[src/rtl/instr_fetch_stage_if.sv]
// instr_fetch_stage_if: fetch-stage handshake bundle (control, instruction memory, IF/ID register)
interface instr_fetch_stage_if #(parameter int ADDR_W = 12);
  logic stall;
  logic redirect;
  logic [ADDR_W-1:0] redirect_pc;
  logic imem_req;
  logic [ADDR_W-1:0] imem_addr;
  logic [15:0] imem_rdata;
  logic imem_rvalid;
  logic [15:0] instr_out;
  logic [ADDR_W-1:0] pc_out;
  logic instr_valid;
  modport master (
    input stall, redirect, redirect_pc, imem_rdata, imem_rvalid,
    output imem_req, imem_addr, instr_out, pc_out, instr_valid
  );
  modport slave (
    output stall, redirect, redirect_pc, imem_rdata, imem_rvalid,
    input imem_req, imem_addr, instr_out, pc_out, instr_valid
  );
endinterface

[src/rtl/instr_fetch_stage.sv]
// instr_fetch_stage: owns the PC, keeps one fetch in flight and drives the IF/ID register
module instr_fetch_stage #(
  parameter int ADDR_W = 12,
  parameter logic [ADDR_W-1:0] RESET_PC = '0,
  parameter logic [15:0] BUBBLE = 16'hC000
) (
  input logic clk,
  input logic rst,
  instr_fetch_stage_if.master bus
);
  typedef enum logic [1:0] {S_IDLE, S_WAIT, S_HOLD, S_DROP} state_t;
  state_t state, stateNext;
  logic [ADDR_W-1:0] pc, pcNext, fetchPc, fetchPcNext, holdPc, holdPcNext;
  logic [ADDR_W-1:0] addrNext, pcOutNext, srcPc, issuePc;
  logic [15:0] holdInstr, holdInstrNext, instrNext, srcInstr;
  logic reqNext, validNext, deliver;
  // a delivery comes either straight from memory or from the hold buffer
  assign srcPc = state == S_HOLD ? holdPc : fetchPc;
  assign srcInstr = state == S_HOLD ? holdInstr : bus.imem_rdata;
  assign issuePc = srcPc + ADDR_W'(1);
  assign deliver = !bus.redirect && !bus.stall && (state == S_HOLD || (state == S_WAIT && bus.imem_rvalid));
  always_comb begin
    stateNext = state;
    pcNext = pc;
    fetchPcNext = fetchPc;
    holdPcNext = holdPc;
    holdInstrNext = holdInstr;
    reqNext = 1'b0;
    addrNext = bus.imem_addr;
    instrNext = bus.stall ? bus.instr_out : BUBBLE;
    pcOutNext = bus.pc_out;
    validNext = bus.stall & bus.instr_valid;
    if (bus.redirect) begin
      instrNext = BUBBLE;
      validNext = 1'b0;
      pcNext = bus.redirect_pc;
      holdInstrNext = BUBBLE;
      stateNext = ((state == S_WAIT || state == S_DROP) && !bus.imem_rvalid) ? S_DROP : S_IDLE;
    end else if (deliver) begin
      instrNext = srcInstr;
      pcOutNext = srcPc;
      validNext = 1'b1;
      pcNext = issuePc;
      fetchPcNext = issuePc;
      reqNext = 1'b1;
      addrNext = issuePc;
      stateNext = S_WAIT;
    end else if (state == S_IDLE) begin
      reqNext = 1'b1;
      addrNext = pc;
      fetchPcNext = pc;
      stateNext = S_WAIT;
    end else if (state == S_WAIT && bus.imem_rvalid) begin
      holdInstrNext = bus.imem_rdata;
      holdPcNext = fetchPc;
      stateNext = S_HOLD;
    end else if (state == S_DROP && bus.imem_rvalid) begin
      stateNext = S_IDLE;
    end
  end
  always_ff @(posedge clk) begin
    if (rst) begin
      state <= S_IDLE;
      pc <= RESET_PC;
      fetchPc <= RESET_PC;
      holdPc <= '0;
      holdInstr <= BUBBLE;
      bus.imem_req <= 1'b0;
      bus.imem_addr <= '0;
      bus.instr_out <= BUBBLE;
      bus.pc_out <= '0;
      bus.instr_valid <= 1'b0;
    end else begin
      state <= stateNext;
      pc <= pcNext;
      fetchPc <= fetchPcNext;
      holdPc <= holdPcNext;
      holdInstr <= holdInstrNext;
      bus.imem_req <= reqNext;
      bus.imem_addr <= addrNext;
      bus.instr_out <= instrNext;
      bus.pc_out <= pcOutNext;
      bus.instr_valid <= validNext;
    end
  end
endmodule

[src/flat_wrapper.sv]
// flat-port wrapper written by rule: the top's interface ports become plain ports
module instr_fetch_stage_flat 
#(
  parameter int ADDR_W = 12,
  parameter logic [ADDR_W-1:0] RESET_PC = '0,
  parameter logic [15:0] BUBBLE = 16'hC000
)
  (clk, rst, bus_stall, bus_redirect, bus_redirect_pc, bus_imem_rdata, bus_imem_rvalid, bus_imem_req, bus_imem_addr, bus_instr_out, bus_pc_out, bus_instr_valid);
  instr_fetch_stage_if #(.ADDR_W(ADDR_W)) bus_i ();
  input logic clk;
  input logic rst;
  input wire logic [$bits(bus_i.stall)-1:0] bus_stall;
  input wire logic [$bits(bus_i.redirect)-1:0] bus_redirect;
  input wire logic [$bits(bus_i.redirect_pc)-1:0] bus_redirect_pc;
  input wire logic [$bits(bus_i.imem_rdata)-1:0] bus_imem_rdata;
  input wire logic [$bits(bus_i.imem_rvalid)-1:0] bus_imem_rvalid;
  output wire logic [$bits(bus_i.imem_req)-1:0] bus_imem_req;
  output wire logic [$bits(bus_i.imem_addr)-1:0] bus_imem_addr;
  output wire logic [$bits(bus_i.instr_out)-1:0] bus_instr_out;
  output wire logic [$bits(bus_i.pc_out)-1:0] bus_pc_out;
  output wire logic [$bits(bus_i.instr_valid)-1:0] bus_instr_valid;
  assign bus_i.stall = bus_stall;
  assign bus_i.redirect = bus_redirect;
  assign bus_i.redirect_pc = bus_redirect_pc;
  assign bus_i.imem_rdata = bus_imem_rdata;
  assign bus_i.imem_rvalid = bus_imem_rvalid;
  assign bus_imem_req = bus_i.imem_req;
  assign bus_imem_addr = bus_i.imem_addr;
  assign bus_instr_out = bus_i.instr_out;
  assign bus_pc_out = bus_i.pc_out;
  assign bus_instr_valid = bus_i.instr_valid;
  instr_fetch_stage #(.ADDR_W(ADDR_W), .RESET_PC(RESET_PC), .BUBBLE(BUBBLE)) u_core (.clk(clk), .rst(rst), .bus(bus_i));
endmodule
[config.mk]
export PLATFORM = sky130hd
export DESIGN_NAME = instr_fetch_stage_flat
export DESIGN_NICKNAME = d
export VERILOG_FILES = /design/src/rtl/instr_fetch_stage_if.sv /design/src/rtl/instr_fetch_stage.sv /design/src/flat_wrapper.sv
export SDC_FILE = /design/constraint.sdc
export NUM_CORES = 1
export LEC_CHECK = 0
export CAP_MARGIN = 10
export CORE_AREA = 2 2 110 69
export CTS_CLUSTER_DIAMETER = 100
export CTS_CLUSTER_SIZE = 40
export DETAILED_ROUTE_END_ITERATION = 12
export DIE_AREA = 0 0 112 71
export PLACE_DENSITY = 0.89
export REMOVE_ABC_BUFFERS = 1
export SLEW_MARGIN = 20
export SYNTH_ARGS = -nofsm -noshare
export SYNTH_HDL_FRONTEND = slang
export SYNTH_SLANG_ARGS = --single-unit
[constraint.sdc]
create_clock -name clk -period 5.4 [get_ports clk]
set_clock_uncertainty 0.15 [all_clocks]
set_input_delay 0.54 -clock clk [delete_from_list [all_inputs] [get_ports clk]]
set_output_delay 0.54 -clock clk [all_outputs]
set_load 0.01 [all_outputs]
==> results.md, run 1 <==
- Crit path DAT: 3.73 ns
- 1st-iter DRT viols: 374
- Max FO, Critical Path: 21
- Cts hold-fix bufs: 0
- CTS tree: done
- Setup TNS: 0 ns
- Hold depth: 2
- CTS clock-pin slew for the worst setup and hold paths: 0.06 ns
- Clock root buffer: clkbuf_16
- I/O Pins: 75
- Area of the mapped netlist: 3740 sq um
- Clock buffer count from CTS: 9
- RSZ-0062 raised after global routing: false
- Vias/cell: 5.88
- Area contributors post-synth: dfxtp_1 45%, nand2_1 11%, a21oi_1 7.4%
- Layout area overhead: 27.6%
- Critical Path RT: 5.44 ns
- Total gr overflow: 0
- Tcrit/Tclk final: 68.3%
- Slew Limit Headroom: 32.6%
- Routed Antenna Nets: 0
- Average cell area after synthesis: 8.02 sq um
- Place WS: 1.53 ns
- N_diodes: 0
- Synthesis warning total: 0
- Vias in the first global route: 3408
- Final wirelength: 10100 um
- Kind of critical path: primary input to register
- RR Startpoint: u_core.state[1]
- Critical path's most frequent cell: nand2_1
- First-pass GRT wire length: 16300 um
- Final Max Tran Viols: 0
- Crit end category: register
- Synth Instances: 466
- Pwr dens: 305 nW/um^2
- Clk_lat worst skew: 0.34 ns
- CTS Sinks: 84
- DR vias: 3631
- Reg2Reg Capture Point: u_core.holdInstr[3]
- R2R depth: 6
- Die area: 7950 sq um
- Async set or reset register ratio after synthesis: 0%
- H-tree depth: 3
- Routability Congestion: 0.848
- Layout Nets: 556
- Max-cap violations: 0
- Worst Hold Class: register to register
- Max VDD drop: 0.146 mV
- Crit-path max cell delay: 0.85 ns
- LEAKAGE: 0.00173 uW
- CP cell instances: clkdlybuf4s50_1, clkinv_1, nand2_1, nand2b_1, nand2_1, a21oi_1
- Critical Path Start: bus_redirect
- Final setup vio count: 0
- Die width: 112 um
- Die H: 71 um
- Starting Density: 53.2%
- Startpoint types: primary input
- DRC: 0
- Status: finished, final reports clean
- Drt wl/cell: 16.4 um
- Port bufs: 74
- Most used DFF post-synth: dfxtp_1
- Drt pass-1 iters: 5
- Setup slack, reg-to-reg: 2.18 ns
- Yosys top cell area share: 45.0%
- Post-CTS setup buffers: 0
- Layout cells sized above 1: 6.26%
- Largest net degree at the start of global routing: 53
- Dpl hpwl: 6610 um
- Setup WS post-layout: 1.71 ns
- Initial antenna violation count: 0
- Post-synthesis cell type count: 47
- CP max stage cell: nand2_1
- Critical path capture point: u_core.holdInstr[3]
- Cell taking the most area after synthesis: dfxtp_1
- Register area share after synthesis: 45.0%
- Core Box Area: 7030 sq um
- Minimum clock period after layout: 3.69 ns
- Bufs on Longest Clock Path: 2
- PostCTS Resize Cnt: 0
- Worst-Margin Slew: 1.01 ns
- Site row count: 24
- Number of synthesized flops with an enable pin: 0
- Max Fclk: 0.271 GHz
- Flops & latches, synth: 84
- Tot GR Track Use: 26.0%
- Final number of hold-violating endpoints: 0
## cells in the mapped netlist, drive strengths merged, types with 2 or more instances
cell / n
nand2b: 5
o21ai: 7
nor3: 7
inv: 2
o22ai: 3
mux2i: 24
buf: 13
a311oi: 15
a21oi: 56
nand2: 106
and3: 5
clkbuf: 20
xor2: 4
nand3b: 2
nor2: 74
a211oi: 12
nand3: 5
a22oi: 2
dfxtp: 84
xnor2: 2
mux2: 2
## kinds of logic (layout without fill, tap and decap cells)
kind of cell    count (synthesis)  count (layout)  synth area share [%]
simple gates                  210             210                  23.5
compound gates                103             103                  17.3
flops                          84              84                  45.0
buf+inv                        36              97                  4.59
mux                            26              26                  7.80
xor+xnor                        6               6                  1.41
fa+ha+maj                       1               1                 0.335
## stage by stage
step | total power (uW) | instance area (sq um) | instances | utilization (%) | hold WS [ns]
floorplan | 754 | 3580 | 433 | - | 0.287
global placement | 833 | 4460 | 602 | 63.5 | 0.292
detailed placement | 839 | 4460 | 602 | 63.5 | 0.300
CTS | 1460 | 4770 | 618 | 67.9 | 0.309
global route | 1500 | 4770 | 618 | 67.9 | 0.334
finish | 1460 | 4770 | 618 | 67.9 | 0.308
## cell usage in the layout, fill, tap and decap left out, types with 3 or more instances in the layout
cell type        synthesis  final
o22ai_1                  3      3
nand3_1                  5      5
dfxtp_1                 84     84
nor2_2                   2      3
mux2i_1                 22     22
a21oi_1                 55     55
nor2_1                  72     71
nand2b_1                 3      3
o21ai_0                  7      7
clkbuf_16                0      9
nand2_1                106    106
nor3_1                   7      7
xor2_1                   4      4
and3_1                   4      4
buf_4                    1      4
a311oi_1                15     15
clkdlybuf4s50_1          0     74
a211oi_1                11     11
clkinv_4                 0      3
## worst min path at each step
stage,from,end,slack [ns]
after CTS,u_core.holdInstr[0],u_core.holdInstr[0],0.31
after floorplan,u_core.holdInstr[0],u_core.holdInstr[0],0.29
after global routing,u_core.holdInstr[11],u_core.holdInstr[11],0.33
final,u_core.holdInstr[8],u_core.holdInstr[8],0.31
after detailed placement,u_core.holdInstr[8],u_core.holdInstr[8],0.30
after global placement,u_core.holdInstr[8],u_core.holdInstr[8],0.29
## where the power goes
part / total [uW] / switching, uW / internal, uW
clock network: 624 / 252 / 373
logic: 171 / 93.6 / 77.8
registers: 659 / 17.9 / 641
## sequential cells by signal (all words and copies together) (netlist names)
signal	cells
u_core.holdPc	12
u_core.bus.instr_out	16
u_core.bus.instr_valid	1
u_core.state	2
u_core.bus.pc_out	12
u_core.bus.imem_req	1
u_core.pc	12
u_core.bus.imem_addr	12
u_core.holdInstr	16
## per-layer routing
layer	vias up	GRT usage, %	wire length, um	part of all wire (%)
met5	-	0	0	0
met3	27	7.80	840	8.3
met4	0	11.2	273	2.7
met2	195	39.7	4620	46
li1	1706	-	-	-
met1	1703	34.5	4400	43
## layout make-up
| type | count | area [sq um] |
|---|---|---|
| clock buffer | 11 | 243 |
| tap | 91 | 114 |
| inverter | 3 | 11.3 |
| fill | 555 | 2260 |
| sequential | 84 | 1680 |
| timing repair buffer | 78 | 771 |
| multi-input combinational | 346 | 1890 |
| clock inverter | 5 | 61.3 |
## worst max-delay path, delay by kind of cell
family	cells	cell delay (ns)
compound gates	1	0.10
buf+inv	2	1.42
simple gates	3	1.65
Power figures use the tool's default switching activity.
==> run 2: changes to the inputs <==
--- a/config.mk
+++ b/config.mk
@@ -6,12 +6,12 @@
 export NUM_CORES = 1
 export LEC_CHECK = 0
 export CAP_MARGIN = 10
-export CORE_AREA = 2 2 110 69
+export CORE_AREA = 2 2 120 75
 export CTS_CLUSTER_DIAMETER = 100
 export CTS_CLUSTER_SIZE = 40
 export DETAILED_ROUTE_END_ITERATION = 12
-export DIE_AREA = 0 0 112 71
-export PLACE_DENSITY = 0.89
+export DIE_AREA = 0 0 122 77
+export PLACE_DENSITY = 0.8
 export REMOVE_ABC_BUFFERS = 1
 export SLEW_MARGIN = 20
 export SYNTH_ARGS = -nofsm -noshare
==> constraint.sdc (replaced) <==
create_clock -name clk -period 3.25 [get_ports clk]
set_clock_uncertainty 0.15 [all_clocks]
set_input_delay 0.325 -clock clk [delete_from_list [all_inputs] [get_ports clk]]
set_output_delay 0.325 -clock clk [all_outputs]
set_load 0.01 [all_outputs]
==> run 2 against run 1 <==
  * Critical path depth grew 1
  * Final cell count is 4.7% higher
  * Power increased by 60%
  * Critical path type is now register to register
  * Critical endpoint is now u_core.bus.imem_addr[10]
==> results.md, run 2 (synthesis gave the netlist of run 1 again) <==
- Final setup vio count: 0 (unchanged)
- Area after DPL: 4540 sq um (+1.8%)
- Vias in the first global route: 3295 (-3.3%)
- Drt wl/cell: 15.8 um (-3.8%)
- Tot GR Track Use: 22.9% (-3.0 points)
- Bufs on Longest Clock Path: 2 (unchanged)
- First-pass GRT wire length: 16800 um (+3.2%)
- Vias/cell: 5.56 (-5.3%)
- Post-placement cell count: 631 (+4.8%)
- Clock root buffer: clkbuf_16
- Total gr overflow: 0 (unchanged)
- Initial antenna violation count: 0 (unchanged)
- Leading cell types in the layout, fill and taps excluded: 106 x nand2_1, 84 x dfxtp_1, 73 x clkdlybuf4s50_1, 72 x nor2_1, 55 x a21oi_1
- Layout Cells excl Fill: 647 (+4.7%)
- CTS clock-pin slew for the worst setup and hold paths: 0.06 ns (about the same)
- Slew Limit Headroom: 55.6% (+23 points)
- H-tree depth: 3 (unchanged)
- Worst-Margin Slew: 0.666 ns (-0.345 ns)
- PostCTS Resize Cnt: 0 (unchanged)
- Final wirelength: 10200 um (+0.71%)
- Top Registers: u_core.bus.instr_out (16), u_core.holdInstr (16)
- Max VDD drop: 0.295 mV (+100%)
- Layout area overhead: 28.8%
- Startpoint types: register
- Fillers: 733 (+32%)
- Clock buffer count from CTS: 9 (unchanged)
- Commonest non-fill, non-tap cell in the layout: nand2_1
- Kind of critical path: register to register
- Post-Route Utilization: 58.0% (-9.8 points)
- Layout cells sized above 1: 7.66% (+1.4 points)
- Max Fclk: 0.370 GHz
- Hold depth: 2 (unchanged)
- Sequential cell area: 1680 sq um (unchanged)
- Post-CTS setup buffers: 0 (unchanged)
- Max-cap violations: 0 (unchanged)
- Area occupied by multi-input gates: 1880 sq um (-0.13%)
- Dpl hpwl: 7160 um (+8.3%)
- Final Max Tran Viols: 0 (unchanged)
- Minimum clock period after layout: 2.70 ns
- Largest net degree at the start of global routing: 52 (-1.9%)
- Pwr dens: 484 nW/um^2 (+58%)
- RSZ-0062 raised after global routing: false
- Core Box Area: 8300 sq um (+18%)
- N_diodes: 0 (unchanged)
- R2R depth: 7 (+1)
- DR vias: 3599 (-0.88%)
- LEAKAGE: 0.00175 uW (+1.4%)
- Die H: 77 um (+8.5%)
- Site row count: 26 (+8.3%)
- Tcrit/Tclk final: 83.1%
- Starting Density: 45.1% (-8.1 points)
- Die width: 122 um (+8.9%)
- Max FO, Critical Path: 35 (+67%)
- Setup TNS: 0 ns (unchanged)
- Hold Worst Slack: 0.310 ns (+0.00176 ns)
- Routed Antenna Nets: 0 (unchanged)
- CTS Sinks: 84 (unchanged)
- Cts hold-fix bufs: 0 (unchanged)
- Routability Congestion: 0.868 (+2.3%)
- 1st-iter DRT viols: 397 (+6.1%)
- Worst Hold Class: register to register
- Crit end category: register
- Critical Path RT: 3.36 ns (-2.08 ns)
- Clk_lat worst skew: 0.34 ns (about the same)
- I/O Pins: 75 (unchanged)
- Die area: 9390 sq um (+18%)
- Final number of hold-violating endpoints: 0 (unchanged)
- CTS tree: done
- Fin area: 4810 sq um (+0.94%)
- Layout Nets: 564 (+1.4%)
- Status: finished, final reports clean
- Drt pass-1 iters: 5 (unchanged)
- DRC: 0 (unchanged)
- Port bufs: 74 (unchanged)
- Crit path DAT: 2.81 ns (-0.92 ns)
run 2: power by group:
| group | total, uW | switching, uW | internal [uW] |
|---|---|---|---|
| registers | 1100 | 29.6 | 1070 |
| clock network | 944 | 411 | 533 |
| logic | 289 | 155 | 134 |
| total | 2330 | 595 | 1730 |
run 2: layout make-up:
| class | count | share of cell area, % |
|---|---|---|
| well taps | 112 | 2.91 |
| clock buffers | 11 | 5.04 |
| repair buffers | 86 | 17.2 |
| clock inverters | 5 | 0.572 |
| flip-flops and latches | 84 | 34.9 |
| multi-input cells | 346 | 39.1 |
| inverters | 3 | 0.234 |
run 2: critical path, cell delays in order, from the launching register on:
cell and delay, ns:
dfxtp_1 0.48, nand2b_4 0.54, mux2_4 0.30, ha_1 0.24, nand2b_4 0.10, or3_1 0.39
and3_4 0.20, a211oi_2 0.22
run 2: layer usage:
metal / up-vias / GRT usage [%] / wire (um)
li1: 1723 / - / -
met4: 0 / 6.78 / 154
met5: - / 0 / 0
met2: 152 / 31.6 / 4290
met1: 1709 / 34.4 / 4910
met3: 15 / 6.47 / 847
run 2: metrics by stage:
stage,worst slack (ns),power (uW)
final,0.548,2330
after CTS,0.571,2340
after global routing,0.403,2420
after global placement,0.683,1390
after floorplan,0.691,1250
after detailed placement,0.510,1400
run 2: worst paths after layout:
kind	slack (ns)	startpoint	end
hold / removal	0.31	u_core.holdInstr[1]	u_core.holdInstr[1]
setup reg to reg	0.55	u_core.state[0]	u_core.bus.imem_addr[10]
hold reg to reg	0.31	u_core.holdInstr[1]	u_core.holdInstr[1]
setup / recovery	0.55	u_core.state[0]	u_core.bus.imem_addr[10]
